`config.mk`:
```
export PLATFORM = sky130hd
export DESIGN_NAME = adc_scan_filter_flat
export DESIGN_NICKNAME = d
export VERILOG_FILES = /design/src/rtl/adc_scan_filter_if.sv /design/src/rtl/adc_scan_filter.sv /design/src/flat_wrapper.sv
export SDC_FILE = /design/constraint.sdc
export NUM_CORES = 1
export LEC_CHECK = 0
export ABC_AREA = 1
export CAP_MARGIN = 15
export CORE_AREA = 3 3 81 160
export CTS_CLUSTER_DIAMETER = 60
export DETAILED_ROUTE_END_ITERATION = 8
export DIE_AREA = 0 0 84 163
export PLACE_DENSITY = 0.7
export SYNTH_ARGS = -nofsm -noshare
export SYNTH_HDL_FRONTEND = slang
export SYNTH_SLANG_ARGS = --single-unit
```
`constraint.sdc`:
```
create_clock -name clk -period 1.6 [get_ports clk]
set_input_delay 0.24 -clock clk [delete_from_list [all_inputs] [get_ports clk]]
set_output_delay 0.24 -clock clk [all_outputs]
set_load 0.1 [all_outputs]
```
`src/rtl/adc_scan_filter_if.sv`:
```
// ADC scan filter bus: control, ADC result/channel select, published samples, table read port.
// Latency: none, this file only bundles signals; the master drives enable/adc_result/rd_chan.
// Backpressure: none, samples are one-cycle pulses that the consumer must take when they appear.
interface adc_scan_filter_if;
  logic        enable;
  logic [11:0] adc_result;
  logic [2:0]  chan;
  logic        sample_valid;
  logic [2:0]  sample_chan;
  logic [11:0] sample_data;
  logic        scan_done;
  logic [2:0]  rd_chan;
  logic [11:0] rd_data;

  modport master (
    output enable, adc_result, rd_chan,
    input  chan, sample_valid, sample_chan, sample_data, scan_done, rd_data
  );

  modport slave (
    input  enable, adc_result, rd_chan,
    output chan, sample_valid, sample_chan, sample_data, scan_done, rd_data
  );
endinterface

```
`src/rtl/adc_scan_filter.sv`:
```
// Round-robin ADC scanner: dwell, average 2^AVG_SHIFT samples per channel, publish and store.
// Latency: publish every 2^AVG_SHIFT*(DWELL_CYCLES+1)+1 clocks per channel; table read is combinational.
// Backpressure: none; enable=0 aborts the channel in progress. ADC_SCAN_DEADBAND_EN = change-only publish.
module adc_scan_filter #(
  parameter int NUM_CHAN     = 4,
  parameter int DWELL_CYCLES = 48,
  parameter int AVG_SHIFT    = 2,
  parameter int DEADBAND     = 8
) (
  input  logic              clk,
  input  logic              reset_n,
  adc_scan_filter_if.slave  bus
);
  localparam int NSAMP = 1 << AVG_SHIFT;
  localparam int AW    = 12 + AVG_SHIFT;
  localparam int DW    = $clog2(DWELL_CYCLES + 1);
  localparam int SW    = AVG_SHIFT + 1;
  localparam logic [2:0] LAST_CHAN = 3'(NUM_CHAN - 1);

  typedef enum logic [1:0] {IDLE, SETTLE, SAMPLE, PUBLISH} state_t;

  state_t        r_state;
  logic [DW-1:0] r_dwell;
  logic [SW-1:0] r_scnt;
  logic [AW-1:0] r_acc;
  logic [2:0]    r_chan;
  logic [2:0]    r_sample_chan;
  logic [11:0]   r_sample_data;
  logic          r_sample_valid;
  logic          r_scan_done;
  logic [11:0]   r_table [NUM_CHAN];

  logic [AW-1:0] w_acc_next;
  logic [11:0]   w_avg;
  logic          w_pub_ok;
  logic [11:0]   w_rd_data;

  // Running sum including the sample being taken this cycle; the average is its truncated top bits.
  assign w_acc_next = r_acc + AW'(bus.adc_result);
  assign w_avg      = 12'(w_acc_next >> AVG_SHIFT);

`ifdef ADC_SCAN_DEADBAND_EN
  logic [NUM_CHAN-1:0] r_seen;
  logic                w_seen;
  logic [11:0]         w_cur;
  logic [11:0]         w_diff;

  // Stored value and first-publish flag of the channel being sampled.
  always_comb begin
    w_seen = 1'b0;
    w_cur  = 12'd0;
    for (int i = 0; i < NUM_CHAN; i++) begin
      if (r_chan == 3'(i)) begin
        w_seen = r_seen[i];
        w_cur  = r_table[i];
      end
    end
  end

  assign w_diff   = (w_avg > w_cur) ? (w_avg - w_cur) : (w_cur - w_avg);
  assign w_pub_ok = !w_seen || ({20'd0, w_diff} > 32'(DEADBAND));
`else
  logic [31:0] w_unused_deadband;
  assign w_unused_deadband = 32'(DEADBAND);
  assign w_pub_ok          = 1'b1;
`endif

  // Scan sequencer; publish outputs are registered on entry to PUBLISH so they are valid during it.
  always_ff @(posedge clk) begin
    if (!reset_n) begin
      r_state        <= IDLE;
      r_dwell        <= '0;
      r_scnt         <= '0;
      r_acc          <= '0;
      r_chan         <= 3'd0;
      r_sample_valid <= 1'b0;
      r_sample_chan  <= 3'd0;
      r_sample_data  <= 12'd0;
      r_scan_done    <= 1'b0;
    end else begin
      r_sample_valid <= 1'b0;
      r_scan_done    <= 1'b0;
      case (r_state)
        IDLE: begin
          if (bus.enable) begin
            r_state <= SETTLE;
            r_dwell <= '0;
          end
        end
        SETTLE: begin
          if (!bus.enable) begin
            r_state <= IDLE;
            r_dwell <= '0;
            r_scnt  <= '0;
            r_acc   <= '0;
          end else if (r_dwell == DW'(DWELL_CYCLES - 1)) begin
            r_dwell <= '0;
            r_state <= SAMPLE;
          end else begin
            r_dwell <= r_dwell + 1'b1;
          end
        end
        SAMPLE: begin
          if (!bus.enable) begin
            r_state <= IDLE;
            r_dwell <= '0;
            r_scnt  <= '0;
            r_acc   <= '0;
          end else begin
            r_acc <= w_acc_next;
            if (r_scnt == SW'(NSAMP - 1)) begin
              r_state        <= PUBLISH;
              r_sample_valid <= w_pub_ok;
              r_sample_chan  <= r_chan;
              r_sample_data  <= w_avg;
              r_scan_done    <= (r_chan == LAST_CHAN);
            end else begin
              r_scnt  <= r_scnt + 1'b1;
              r_state <= SETTLE;
            end
          end
        end
        PUBLISH: begin
          r_acc   <= '0;
          r_scnt  <= '0;
          r_dwell <= '0;
          r_chan  <= (r_chan == LAST_CHAN) ? 3'd0 : r_chan + 3'd1;
          r_state <= bus.enable ? SETTLE : IDLE;
        end
        default: r_state <= IDLE;
      endcase
    end
  end

  // Value table (and first-publish flags) written at the end of a publishing PUBLISH cycle.
  always_ff @(posedge clk) begin
    if (!reset_n) begin
      for (int i = 0; i < NUM_CHAN; i++) r_table[i] <= 12'd0;
`ifdef ADC_SCAN_DEADBAND_EN
      r_seen <= '0;
`endif
    end else if (r_state == PUBLISH && r_sample_valid) begin
      for (int i = 0; i < NUM_CHAN; i++) begin
        if (r_sample_chan == 3'(i)) begin
          r_table[i] <= r_sample_data;
`ifdef ADC_SCAN_DEADBAND_EN
          r_seen[i]  <= 1'b1;
`endif
        end
      end
    end
  end

  // Combinational table read; out-of-range addresses read as zero.
  always_comb begin
    w_rd_data = 12'd0;
    for (int i = 0; i < NUM_CHAN; i++) begin
      if (bus.rd_chan == 3'(i)) w_rd_data = r_table[i];
    end
  end

  assign bus.chan         = r_chan;
  assign bus.sample_valid = r_sample_valid;
  assign bus.sample_chan  = r_sample_chan;
  assign bus.sample_data  = r_sample_data;
  assign bus.scan_done    = r_scan_done;
  assign bus.rd_data      = w_rd_data;
endmodule

```
`src/flat_wrapper.sv`:
```
// flat-port wrapper written by rule: the top's interface ports become plain ports
module adc_scan_filter_flat 
#(
  parameter int NUM_CHAN     = 4,
  parameter int DWELL_CYCLES = 48,
  parameter int AVG_SHIFT    = 2,
  parameter int DEADBAND     = 8
)
  (clk, reset_n, bus_enable, bus_adc_result, bus_rd_chan, bus_chan, bus_sample_valid, bus_sample_chan, bus_sample_data, bus_scan_done, bus_rd_data);
  adc_scan_filter_if bus_i ();
  input  logic clk;
  input  logic reset_n;
  input wire logic [$bits(bus_i.enable)-1:0] bus_enable;
  input wire logic [$bits(bus_i.adc_result)-1:0] bus_adc_result;
  input wire logic [$bits(bus_i.rd_chan)-1:0] bus_rd_chan;
  output wire logic [$bits(bus_i.chan)-1:0] bus_chan;
  output wire logic [$bits(bus_i.sample_valid)-1:0] bus_sample_valid;
  output wire logic [$bits(bus_i.sample_chan)-1:0] bus_sample_chan;
  output wire logic [$bits(bus_i.sample_data)-1:0] bus_sample_data;
  output wire logic [$bits(bus_i.scan_done)-1:0] bus_scan_done;
  output wire logic [$bits(bus_i.rd_data)-1:0] bus_rd_data;
  assign bus_i.enable = bus_enable;
  assign bus_i.adc_result = bus_adc_result;
  assign bus_i.rd_chan = bus_rd_chan;
  assign bus_chan = bus_i.chan;
  assign bus_sample_valid = bus_i.sample_valid;
  assign bus_sample_chan = bus_i.sample_chan;
  assign bus_sample_data = bus_i.sample_data;
  assign bus_scan_done = bus_i.scan_done;
  assign bus_rd_data = bus_i.rd_data;
  adc_scan_filter #(.NUM_CHAN(NUM_CHAN), .DWELL_CYCLES(DWELL_CYCLES), .AVG_SHIFT(AVG_SHIFT), .DEADBAND(DEADBAND)) u_core (.clk(clk), .reset_n(reset_n), .bus(bus_i));
endmodule
```
[After elaboration in Yosys (flattened, before gate mapping)]
Memories as Yosys holds them, arrays and structs flattened.
Index checks and enable logic that the tools add are counted.
Storage, ports and cells
  register bits: 45
  bits in latches: 0
  memory bits (writable): 48
  ROM bits: 0
  bits of input ports: 18
  output and inout port bits: 32
  logic and storage cells: 93
  memories kept: 1
Memories
  u_core.r_table: depth 4, width 12, rd ports 4, clocked after Yosys merged registers in 0, write ports 4, RTL line adc_scan_filter.sv:31  | logic [11:0] r_table [NUM_CHAN];
Cells by class
  $add $sub $neg: 4
  multiply operators: 0
  div/mod/pow operators: 0
  $lt $le $gt $ge: 0
  equality and inequality tests: 17
  shifts and indexed selects: 0
  mux-type cells: 46
  bitwise operators: 4
  reduce and logical (&&, ||, !) cells: 12
Operator list (number)
  $mux 12: 8
  $pmux 14 s3: 1
  $mux 14: 2
  $mux 6: 4
  $pmux 6 s4: 1
  $mux 1: 19
  $eq 3x2->1 const B: 6
  $add 14x12->14: 1
  $mux 3: 4
  $mux 2: 5
  $pmux 3 s3: 1
  $reduce_and 3->1: 3
  $pmux 2 s4: 1
  $add 3x1->3 const B: 2
  $add 6x1->6 const B: 1
  $eq 3x1->1 const B: 2
  $eq 6x6->1 const B: 1
  $logic_not 3->1: 2
  $ne 2x2->1 const B: 3
  $reduce_and 2->1: 3
  $eq 2x2->1 const B: 2
  $or 1x1->1: 4
  $reduce_and 4->1: 1
  $ne 3x2->1 const B: 1
  5 further kinds: 5

[Longest topological paths before layout]
Gate-level depths: netlist (run 1).
  depth after elaboration: 6
  gate-level depth with buffers: 12
  gate-level depth less buffers: 12

[Worst setup path after synthesis (run 1)]
OpenSTA, ideal clock, no wires.
  kind: register to register
  start: register u_core.r_sample_chan[0] (netlist: u_core.bus.sample_chan[0])
  end: memory u_core.r_table[1][0] (enable)
  setup time: 321 ps
  data arrival time: 1828 ps
  data required time: 1279 ps
  setup slack: -550 ps
  stages on the path, launching flop included: 4
  path buffers: 0
  period minus slack after synthesis: 2150 ps
  cells stage by stage: dfxtp_1 -> inv_1 -> nor4_2 -> or2_2
RTL lines
  start: declaration: RTL line adc_scan_filter.sv:27  | logic [2:0] r_sample_chan;
  start signal: assignment: RTL line adc_scan_filter.sv:114  | r_sample_chan <= r_chan;
  end: declaration: RTL line adc_scan_filter.sv:31

[Worst setup path in the final report (run 1)]
  start: register u_core.r_acc[0]
  end: register u_core.r_acc[4]
On the way
  longest elaborated chain between the ends: 3
Ends and longest elaborated chain
  start: declaration: RTL line adc_scan_filter.sv:25  | logic [AW-1:0] r_acc;
  start signal: assignment: RTL line adc_scan_filter.sv:110  | r_acc <= w_acc_next;
  $add 14x12->14: RTL line adc_scan_filter.sv:39  | assign w_acc_next = r_acc + AW'(bus.adc_result);
  $mux 14: RTL line adc_scan_filter.sv:104  | if (!bus.enable) begin
  $pmux 14 s3: RTL line adc_scan_filter.sv:83  | case (r_state)
Every way passes these cells.
A chain may end at the register's enable or synchronous reset.

==> flow_metrics.tcl, run 1 <==
set metrics [dict create \
    tns_ns -0.3545 \
    clk_path_buf_depth 2 \
    whs_endpoint "u_core.r_scnt[2]" \
    holdPathStages 2 \
    hold_ws_ns 0.4618 \
    antennaDiodeCount 0 \
    antenna_found_initial 0 \
    vias_per_cell 5.079 \
    numCtsBuffers 9 \
    grt.total_usage_pct 17.05 \
    crit_slowest_cell "dfxtp_2" \
    gp_congestion 0.8823 \
    synth_cell_types 34 \
    fp-row-count 56 \
    cts_tree "built" \
    setup_viol 8 \
    worst_path_most_repeated_cell "inv_2" \
    path_class "flop to flop" \
    dp_cells 783 \
    drt_iter0_drc 199 \
    numPortBuffers 49 \
    grt_pass1_wl_mm 18.67 \
    tightest_slew_ns 0.4206 \
    cp_data_arrival_time_ns 1.96 \
    r2r_end "u_core.r_acc[4]" \
    initial_utilization_pct 39.88 \
    postPlaceCellArea_mm2 0.006000 \
    status "complete, but fails checks" \
    post-route-util_pct 57.60 \
    period_share_pct 105.5 \
    finalNonFillerCells 812 \
    grt_pass1_vias 4034 \
    hp-start "u_core.r_scnt[2]" \
    timing_hold_violations_final 0 \
    startpoint_type "flop" \
    ios 50 \
    num-fill-cells 976 \
    seq_area_frac_synth_pct 49.60 \
    htreeDepth 3 \
    min_path_type "flop to flop" \
    clkTransAtPathRegs_ns 0.06 \
    fin_ws_ns -0.08839 \
    r2r_cells 10 \
    cp_cell_sequence "ha_4 -> inv_2 -> fa_2 -> inv_2 -> nand3_2 -> nand2_4 -> buf_12 -> xor2_4 -> nand2_1 -> a21oi_1" \
    num_vias 4124 \
    slowest_delay_ns 0.35 \
    place_hpwl_mm 8.305 \
    fp.dieArea_mm2 0.01369 \
    reg2reg_from "u_core.r_acc[0]" \
    period_minus_slack_ns 1.688 \
    violations "setup timing" \
    drtPass1Iterations 5 \
    grt_max_degree 25 \
    core_mm2 0.01184 \
    fin_worst_skew_ns 0.006902 \
    finalPower_mw 5.568 \
    totalWireLength_mm 12.11 \
    slew-limit-headroom_pct 71.75 \
    netlist_area_mm2 0.004722 \
    ys_warn_count 0 \
    yosysTopAreaCell "edfxtp_1" \
    numClockSinks 93 \
    peakVddDrop_mv 0.8669 \
    dpl_worst_slack_ns -0.5093 \
    layout.nets 697 \
    r2r_slack_ns -0.09 \
    wire_per_inst_um 14.92 \
    slew_viol_final 0 \
    rsz0062_at_grt "true" \
    stdcell_area_mm2 0.006820 \
    die_w_um 84 \
    max_freq_ghz 0.5923 \
    drive_gt1_share_pct 26.39 \
    cp-end-kind "flop" \
    yosysTopAreaCellShare_pct 30.52 \
    cp.required_ns 1.87 \
    synth_fp_nets 608 \
    ys_ff_latch 93 \
    p_per_area_mw_per_mm2 816.4 \
    areaGrowthSynthToFinish_pct 44.44 \
    drv_cap 0 \
    globalRouteOverflowTotal 0 \
    p_leak_nw 2.841 \
    worstSkewPairLatency_ns 0.34 \
    avgSynthCellArea_um2 8.241 \
    drc 0 \
    worstPathMaxFanout 4 \
    drt.antenna.violating_nets 0 \
    synthCells 573 \
    clock-root-buffer "clkbuf_16" \
    die_h_um 163 \
    synthTopCellsByArea "edfxtp_1, dfxtp_1, nand2_1" \
]
[cell usage in the layout (no fill, tap or decap), types with 8 or more instances in the layout]
master and count:
nand2_2 8, buf_12 42, clkbuf_16 12, nor2_1 66
ha_4 10, inv_1 70, nand3_1 63, edfxtp_1 48
clkdlybuf4s50_1 8, nand4_1 16, o21ai_1 12, buf_4 35
a21oi_1 36, dfxtp_1 36, nand2_1 106
[critical path: cells and delay by family (launching register included)]
kind | cells | cell delay (ns)
XOR/XNOR | 1 | 0.16
adder cells (fa/ha/maj) | 2 | 0.47
flip-flops | 1 | 0.35
AO/OA/AOI/OAI | 1 | 0.12
buffers and inverters | 3 | 0.24
AND/OR/NAND/NOR | 3 | 0.28
[sequential cells by signal, indices dropped and copies added (netlist names), 2 cells and up]
| name | count |
|---|---|
| u_core.r_table | 48 |
| u_core.r_acc | 14 |
| u_core.bus.sample_data | 12 |
| u_core.r_dwell | 6 |
| u_core.bus.chan | 3 |
| u_core.bus.sample_chan | 3 |
| u_core.r_scnt | 3 |
| u_core.r_state | 2 |
[metal layers]
metal	GRT usage, %	part of all wire (%)	vias to the layer above
li1	-	-	2069
met1	15.98	34	1901
met2	34.92	59	124
met3	1.924	3.5	30
met4	8.565	3.1	0
met5	0	0	-
[report_power, final]
group          leakage (nW)  total [mW]  internal, mW  switching (mW)
sequential            0.864        2.56          2.54          0.0190
combinational          1.81       0.638         0.251           0.387
clock                 0.168        2.37          1.49           0.872
total                  2.84        5.57          4.29            1.28
[cells in the mapped netlist]
cell type  instances
a211oi_1           1
a21oi_1           42
buf_1              2
buf_2              3
buf_6              5
clkbuf_1          11
dfxtp_1           45
edfxtp_1          48
fa_1               1
ha_1              16
inv_1             75
inv_2              3
inv_4              1
nand2_1          114
nand2_2            3
nand2_4            1
nand3_1           69
nand3_4            1
nand3b_1           1
nand4_1           16
nor2_1            69
nor2_2             5
nor2_8             1
nor3_1             2
nor3b_1            1
nor4_2             4
o211a_1            1
o21ai_0            4
o21ai_1           13
o21ai_4            1
or2_1              1
or2_2              6
xnor2_1            3
xor2_1             4
[cell families (layout without fill, tap and decap cells)]
logic type	Yosys count	after routing	synth area share, %
AOI/OAI and AO/OA	62	62	6.969
xor gates and xnor gates	7	7	1.298
DFF	93	93	49.60
buffers and inverters	100	192	8.876
and+or+nand+nor	294	296	28.59
adders and majority gates	17	17	4.663
[timing repair]
action / in CTS / in global routing
setup endpoints to repair: 31 / 86
hold buffers: 0 / 0
gates resized for setup: 37 / 35
gates cloned: 2 / 2
buffers inserted: 3 / 6
pin swaps: 20 / 21
[final cells by class]
| cell class | instances | area, um2 | share of cell area (%) |
|---|---|---|---|
| repair buffers | 97 | 1336 | 19.59 |
| multi-input cells | 382 | 2297 | 33.68 |
| clock buffers | 14 | 307.8 | 4.513 |
| flip-flops and latches | 93 | 2359 | 34.58 |
| inverters | 79 | 304.0 | 4.458 |
| clock inverters | 2 | 35.03 | 0.5137 |
| well taps | 145 | 181.4 | 2.660 |
[worst max-delay path by stage]
stage | start | to | cells after the start
2_1_floorplan | bus_rd_chan[0] | bus_rd_data[9] | 4
3_3_place_gp | bus_adc_result[0] | u_core.bus.sample_data[10] | 12
3_5_place_dp | bus_adc_result[0] | u_core.r_acc[12] | 13
4_1_cts | u_core.r_acc[0] | u_core.r_acc[12] | 12
5_1_grt | u_core.r_acc[0] | u_core.r_acc[12] | 12
6_report | u_core.r_acc[0] | u_core.r_acc[4] | 10
Note: power is estimated with default switching activity, not from simulation.
==> run 2: changes to the inputs <==
--- a/config.mk
+++ b/config.mk
@@ -7,11 +7,11 @@
 export LEC_CHECK = 0
 export ABC_AREA = 1
 export CAP_MARGIN = 15
-export CORE_AREA = 3 3 81 160
+export CORE_AREA = 3 3 73 143
 export CTS_CLUSTER_DIAMETER = 60
 export DETAILED_ROUTE_END_ITERATION = 8
-export DIE_AREA = 0 0 84 163
-export PLACE_DENSITY = 0.7
+export DIE_AREA = 0 0 76 146
+export PLACE_DENSITY = 0.83
 export SYNTH_ARGS = -nofsm -noshare
 export SYNTH_HDL_FRONTEND = slang
 export SYNTH_SLANG_ARGS = --single-unit
==> flow_metrics.tcl, run 2 (synthesized netlist as in run 1, its figures left out) <==
set metrics [dict create \
    antennaDiodeCount 0 \
    grt_pass1_wl_mm 21.14 \
    htreeDepth 3 \
    slew_viol_final 0 \
    cp_top_family "simple AND/OR/NAND/NOR gates" \
    gp_congestion 0.9018 \
    r2r_slack_ns -0.23 \
    areaGrowthSynthToFinish_pct 47.91 \
    grt.total_usage_pct 23.73 \
    max_freq_ghz 0.5468 \
    seqCellArea_mm2 0.002371 \
    wire_per_inst_um 19.34 \
    crit_slowest_cell "dfxtp_1" \
    largest_register_ffs 48 \
    p_leak_nw 2.903 \
    setup_viol 30 \
    grt_pass1_vias 4537 \
    violations "setup timing" \
    worstSkewPairLatency_ns 0.34 \
    multiInputGateArea_mm2 0.002471 \
    tightest_slew_ns 0.3802 \
    post-route-util_pct 73.93 \
    period_share_pct 114.3 \
    drive_gt1_share_pct 34.88 \
    place_hpwl_mm 8.382 \
    final_common_cell "nand2_1" \
    cts_tree "built" \
    dp_cells 770 \
    globalRouteOverflowTotal 0 \
    slowest_delay_ns 0.42 \
    die_h_um 146 \
    antenna_found_initial 0 \
    startpoint_type "flop" \
    numCtsBuffers 9 \
    grt_max_degree 27 \
    numClockSinks 93 \
    cp.required_ns 1.84 \
    totalWireLength_mm 15.43 \
    layout_common_cells "nand2_1, inv_1, nor2_1" \
    fp-row-count 50 \
    layout.nets 698 \
    rsz0062_at_grt "true" \
    die_w_um 76 \
    num-fill-cells 566 \
    drtPass1Iterations 6 \
    fin_worst_skew_ns 0.007283 \
    drt_iter0_drc 533 \
    hold_ws_ns 0.4859 \
    num_vias 4725 \
    regMostFlops "u_core.r_table" \
    vias_per_cell 5.921 \
    fin_ws_ns -0.2287 \
    drt.antenna.violating_nets 0 \
    tns_ns -1.988 \
    numPortBuffers 49 \
    drv_cap 0 \
    core_mm2 0.009447 \
    p_per_area_mw_per_mm2 786.8 \
    clkTransAtPathRegs_ns 0.07 \
    cp_cell_sequence "ha_4 -> nand2_2 -> nor2_2 -> buf_4 -> a21oi_2 -> nand3_1 -> nand2_1 -> nand2_1 -> nand2_1 -> inv_1" \
    drc 0 \
    status "complete, but fails checks" \
    clock-root-buffer "clkbuf_16" \
    ios 50 \
    cp_data_arrival_time_ns 2.07 \
    path_class "flop to flop" \
    period_minus_slack_ns 1.829 \
    cp_num_buf_inv 2 \
    cp-end-kind "flop" \
    peakVddDrop_mv 0.6066 \
    clk_path_buf_depth 2 \
    dpl_worst_slack_ns -0.5160 \
    finalNonFillerCells 798 \
    worst_path_most_repeated_cell "nand2_1" \
    slew-limit-headroom_pct 74.65 \
    worstPathMaxFanout 4 \
    timing_hold_violations_final 0 \
    fp.dieArea_mm2 0.01110 \
    initial_utilization_pct 49.99 \
    min_path_type "flop to flop" \
]
[run 2: cell count changes in the layout (fill, tap and decap cells not counted), sizes merged, moves of 2 or more]
cell,before,now
clkdlybuf4s50,8,4
clkdlybuf4s15,0,2
dlygate4sd2,5,2
dlymetal6s2s,3,8
clkinvlp,0,2
[run 2: layout make-up]
class / count / share of cell area (%)
timing repair inverter: 2 / 0.2150
clock buffer: 13 / 3.887
tap: 130 / 2.329
sequential: 93 / 33.95
inverter: 79 / 4.461
timing repair buffer: 97 / 19.15
multi-input combinational: 381 / 35.38
clock inverter: 3 / 0.6270
[run 2: final timing paths]
path	startpoint	end	cells past startpoint
hold / removal	u_core.r_acc[7]	u_core.r_acc[7]	2
setup / recovery	u_core.r_acc[9]	u_core.bus.sample_data[11]	10
setup reg to reg	u_core.r_acc[9]	u_core.bus.sample_data[11]	10
hold reg to reg	u_core.r_acc[7]	u_core.r_acc[7]	2
[run 2: report_power, final]
part	switching (mW)	internal, mW
Clock	0.901	1.35
Combinational	0.422	0.257
Sequential	0.0211	2.54
[run 2: per-stage QoR]
step	instance area [um2]	total power, mW
2_1_floorplan	4810	2.949
3_3_place_gp	5996	3.164
3_5_place_dp	5996	3.178
4_1_cts	6626	5.419
5_1_grt	6984	5.606
6_report	6984	5.495
[run 2: what timing repair did]
item	CTS	global route
cloned	4	1
hold buffers	0	0
pin swaps	18	44
gates resized for setup	54	88
buffers inserted	3	6
setup endpoints to repair	47	92
[run 2: routing by layer]
| layer | global-route usage [%] | up-vias | routed length (um) |
|---|---|---|---|
| met3 | 4.027 | 130 | 986 |
| li1 | - | 2074 | - |
| met1 | 21.47 | 2180 | 4686 |
| met2 | 46.66 | 341 | 8484 |
| met5 | 0 | - | 0 |
| met4 | 15.61 | 0 | 1275 |
[run 2: worst min-delay path, cell delays in order (launching register included)]
cell and delay, ns:
dfxtp_2 0.33, nand2_1 0.06, a21oi_1 0.05
==> run 3: changes to the inputs <==
--- a/config.mk
+++ b/config.mk
@@ -7,11 +7,11 @@
 export LEC_CHECK = 0
 export ABC_AREA = 1
 export CAP_MARGIN = 15
-export CORE_AREA = 3 3 73 143
+export CORE_AREA = 3 3 102 201
 export CTS_CLUSTER_DIAMETER = 60
 export DETAILED_ROUTE_END_ITERATION = 8
-export DIE_AREA = 0 0 76 146
-export PLACE_DENSITY = 0.83
+export DIE_AREA = 0 0 105 204
+export PLACE_DENSITY = 0.51
 export SYNTH_ARGS = -nofsm -noshare
 export SYNTH_HDL_FRONTEND = slang
 export SYNTH_SLANG_ARGS = --single-unit
==> flow_metrics.tcl, run 3 (synthesized netlist as in run 1, its figures left out) <==
set metrics [dict create \
    stdcell_area_mm2 0.007194 \
    layout.nets 708 \
    cts_tree "built" \
    peakVddDrop_mv 0.3983 \
    violations "setup timing" \
    drc 0 \
    min_path_type "flop to flop" \
    cp_num_buf_inv 3 \
    postCtsHoldBufs 0 \
    ios 50 \
    startpoint_type "flop" \
    cp_data_arrival_time_ns 1.90 \
    numCtsBuffers 9 \
    numClockSinks 93 \
    place_hpwl_mm 9.219 \
    wl_met1_mm 4.777 \
    areaGrowthSynthToFinish_pct 52.36 \
    slew-limit-headroom_pct 74.63 \
    clock-root-buffer "clkbuf_16" \
    worst_path_most_repeated_cell "inv_2" \
    drtPass1Iterations 4 \
    tightest_slew_ns 0.3805 \
    routed.top_layer "met4" \
    dp_cells 904 \
    final_common_cell "nand2_1" \
    fp.dieArea_mm2 0.02142 \
    totalWireLength_mm 13.25 \
    regMostFlops "u_core.r_table" \
    crit_slowest_cell "dfxtp_2" \
    fin_worst_skew_ns 0.008282 \
    initial_utilization_pct 24.84 \
    period_share_pct 103.3 \
    cp.required_ns 1.85 \
    vias_per_cell 4.399 \
    num_vias 4104 \
    drive_gt1_share_pct 33.92 \
    drt.antenna.violating_nets 0 \
    r2r_slack_ns -0.05 \
    wl_met2_mm 7.687 \
    grt_pass1_wl_mm 21.00 \
    slew_viol_final 0 \
    wl_met3_um 288 \
    grt_max_degree 29 \
    clkTransAtPathRegs_ns 0.07 \
    die_h_um 204 \
    setup_viol 7 \
    core_mm2 0.01901 \
    worstPathMaxFanout 4 \
    finalNonFillerCells 933 \
    period_minus_slack_ns 1.652 \
    rsz0062_at_grt "true" \
    wire_per_inst_um 14.20 \
    fp-row-count 71 \
    drt_iter0_drc 159 \
    cp-end-kind "flop" \
    htreeDepth 3 \
    fin_ws_ns -0.05246 \
    path_class "flop to flop" \
    cp_top_family "adder cells" \
    max_freq_ghz 0.6052 \
    grt_pass1_vias 4131 \
    antennaDiodeCount 0 \
    clk_path_buf_depth 2 \
    worstSkewPairLatency_ns 0.35 \
    drv_cap 0 \
    postPlaceCellArea_mm2 0.006220 \
    largest_register_ffs 48 \
    cp_cell_sequence "ha_4 -> inv_2 -> fa_2 -> inv_2 -> nand3_4 -> nand2_8 -> nand3_2 -> nand4_1 -> nand2_2 -> o21ai_2 -> inv_1" \
    die_w_um 105 \
    timing_hold_violations_final 0 \
    slowest_delay_ns 0.35 \
    status "complete, but fails checks" \
    grt.total_usage_pct 12.69 \
    layout_common_cells "nand2_1, inv_1, nor2_1" \
    antenna_found_initial 0 \
    numPortBuffers 49 \
    p_per_area_mw_per_mm2 742.2 \
    gp_congestion 0.8100 \
    p_leak_nw 2.969 \
    globalRouteOverflowTotal 0 \
]
run 3: cell types whose count changed in the layout (fill, tap and decap cells not counted), moves of 5 or more:
cell,change
buf_6,+5
a21oi_2,-7
buf_4,+6
a21oi_1,+5
run 3: timing repair:
item | CTS | global route
gates cloned | 3 | 0
gates resized for setup | 49 | 87
endpoints found under the setup margin | 29 | 57
setup buffers | 3 | 8
hold endpoints to repair | 0 | 0
pin swaps | 20 | 41
run 3: cell type report:
cell class	instances	area (um2)
fill	1927	11820
multi-input combinational	380	2440
sequential	93	2366
timing repair buffer	110	1479
tap	255	319.1
inverter	79	306.5
clock buffer	11	242.7
clock inverter	5	41.29
run 3: final timing paths:
kind | start | to | cells after the start
setup / recovery | u_core.r_acc[0] | u_core.bus.sample_data[10] | 11
hold / removal | u_core.r_scnt[2] | u_core.r_scnt[2] | 2
setup reg to reg | u_core.r_acc[0] | u_core.bus.sample_data[10] | 11
hold reg to reg | u_core.r_scnt[2] | u_core.r_scnt[2] | 2
run 3: metal layers:
metal  vias to the layer above  GRT usage, %
met5                         -             0
met4                         0         7.086
met3                        32         1.391
met2                        70         25.39
met1                      1916         12.24
li1                       2086             -
run 3: per-stage QoR:
step	hold WS (ns)	TNS, ns	utilization (%)	total power, mW	setup slack [ns]
2_1_floorplan	0.3658	-1.939	-	2.949	-0.1644
3_3_place_gp	0.4454	-16.51	32.72	3.211	-0.5174
3_5_place_dp	0.4555	-17.41	32.72	3.212	-0.5267
4_1_cts	0.4572	-0.3550	35.89	5.350	-0.06969
5_1_grt	0.4922	-1.083	37.84	5.527	-0.1332
6_report	0.4632	-0.1694	37.84	5.340	-0.05246
run 3: where the power goes:
part	internal, mW	switching [mW]	leakage, nW	total, mW
sequential	2.54	0.0152	0.867	2.56
clock	1.12	0.965	0.143	2.08
combinational	0.279	0.420	1.96	0.698
total	3.94	1.40	2.97	5.34
run 3: tightest hold or removal path: stages, from the launching register on:
cell and delay [ns]:
dfxtp_1 0.30, inv_1 0.06, a21oi_1 0.06
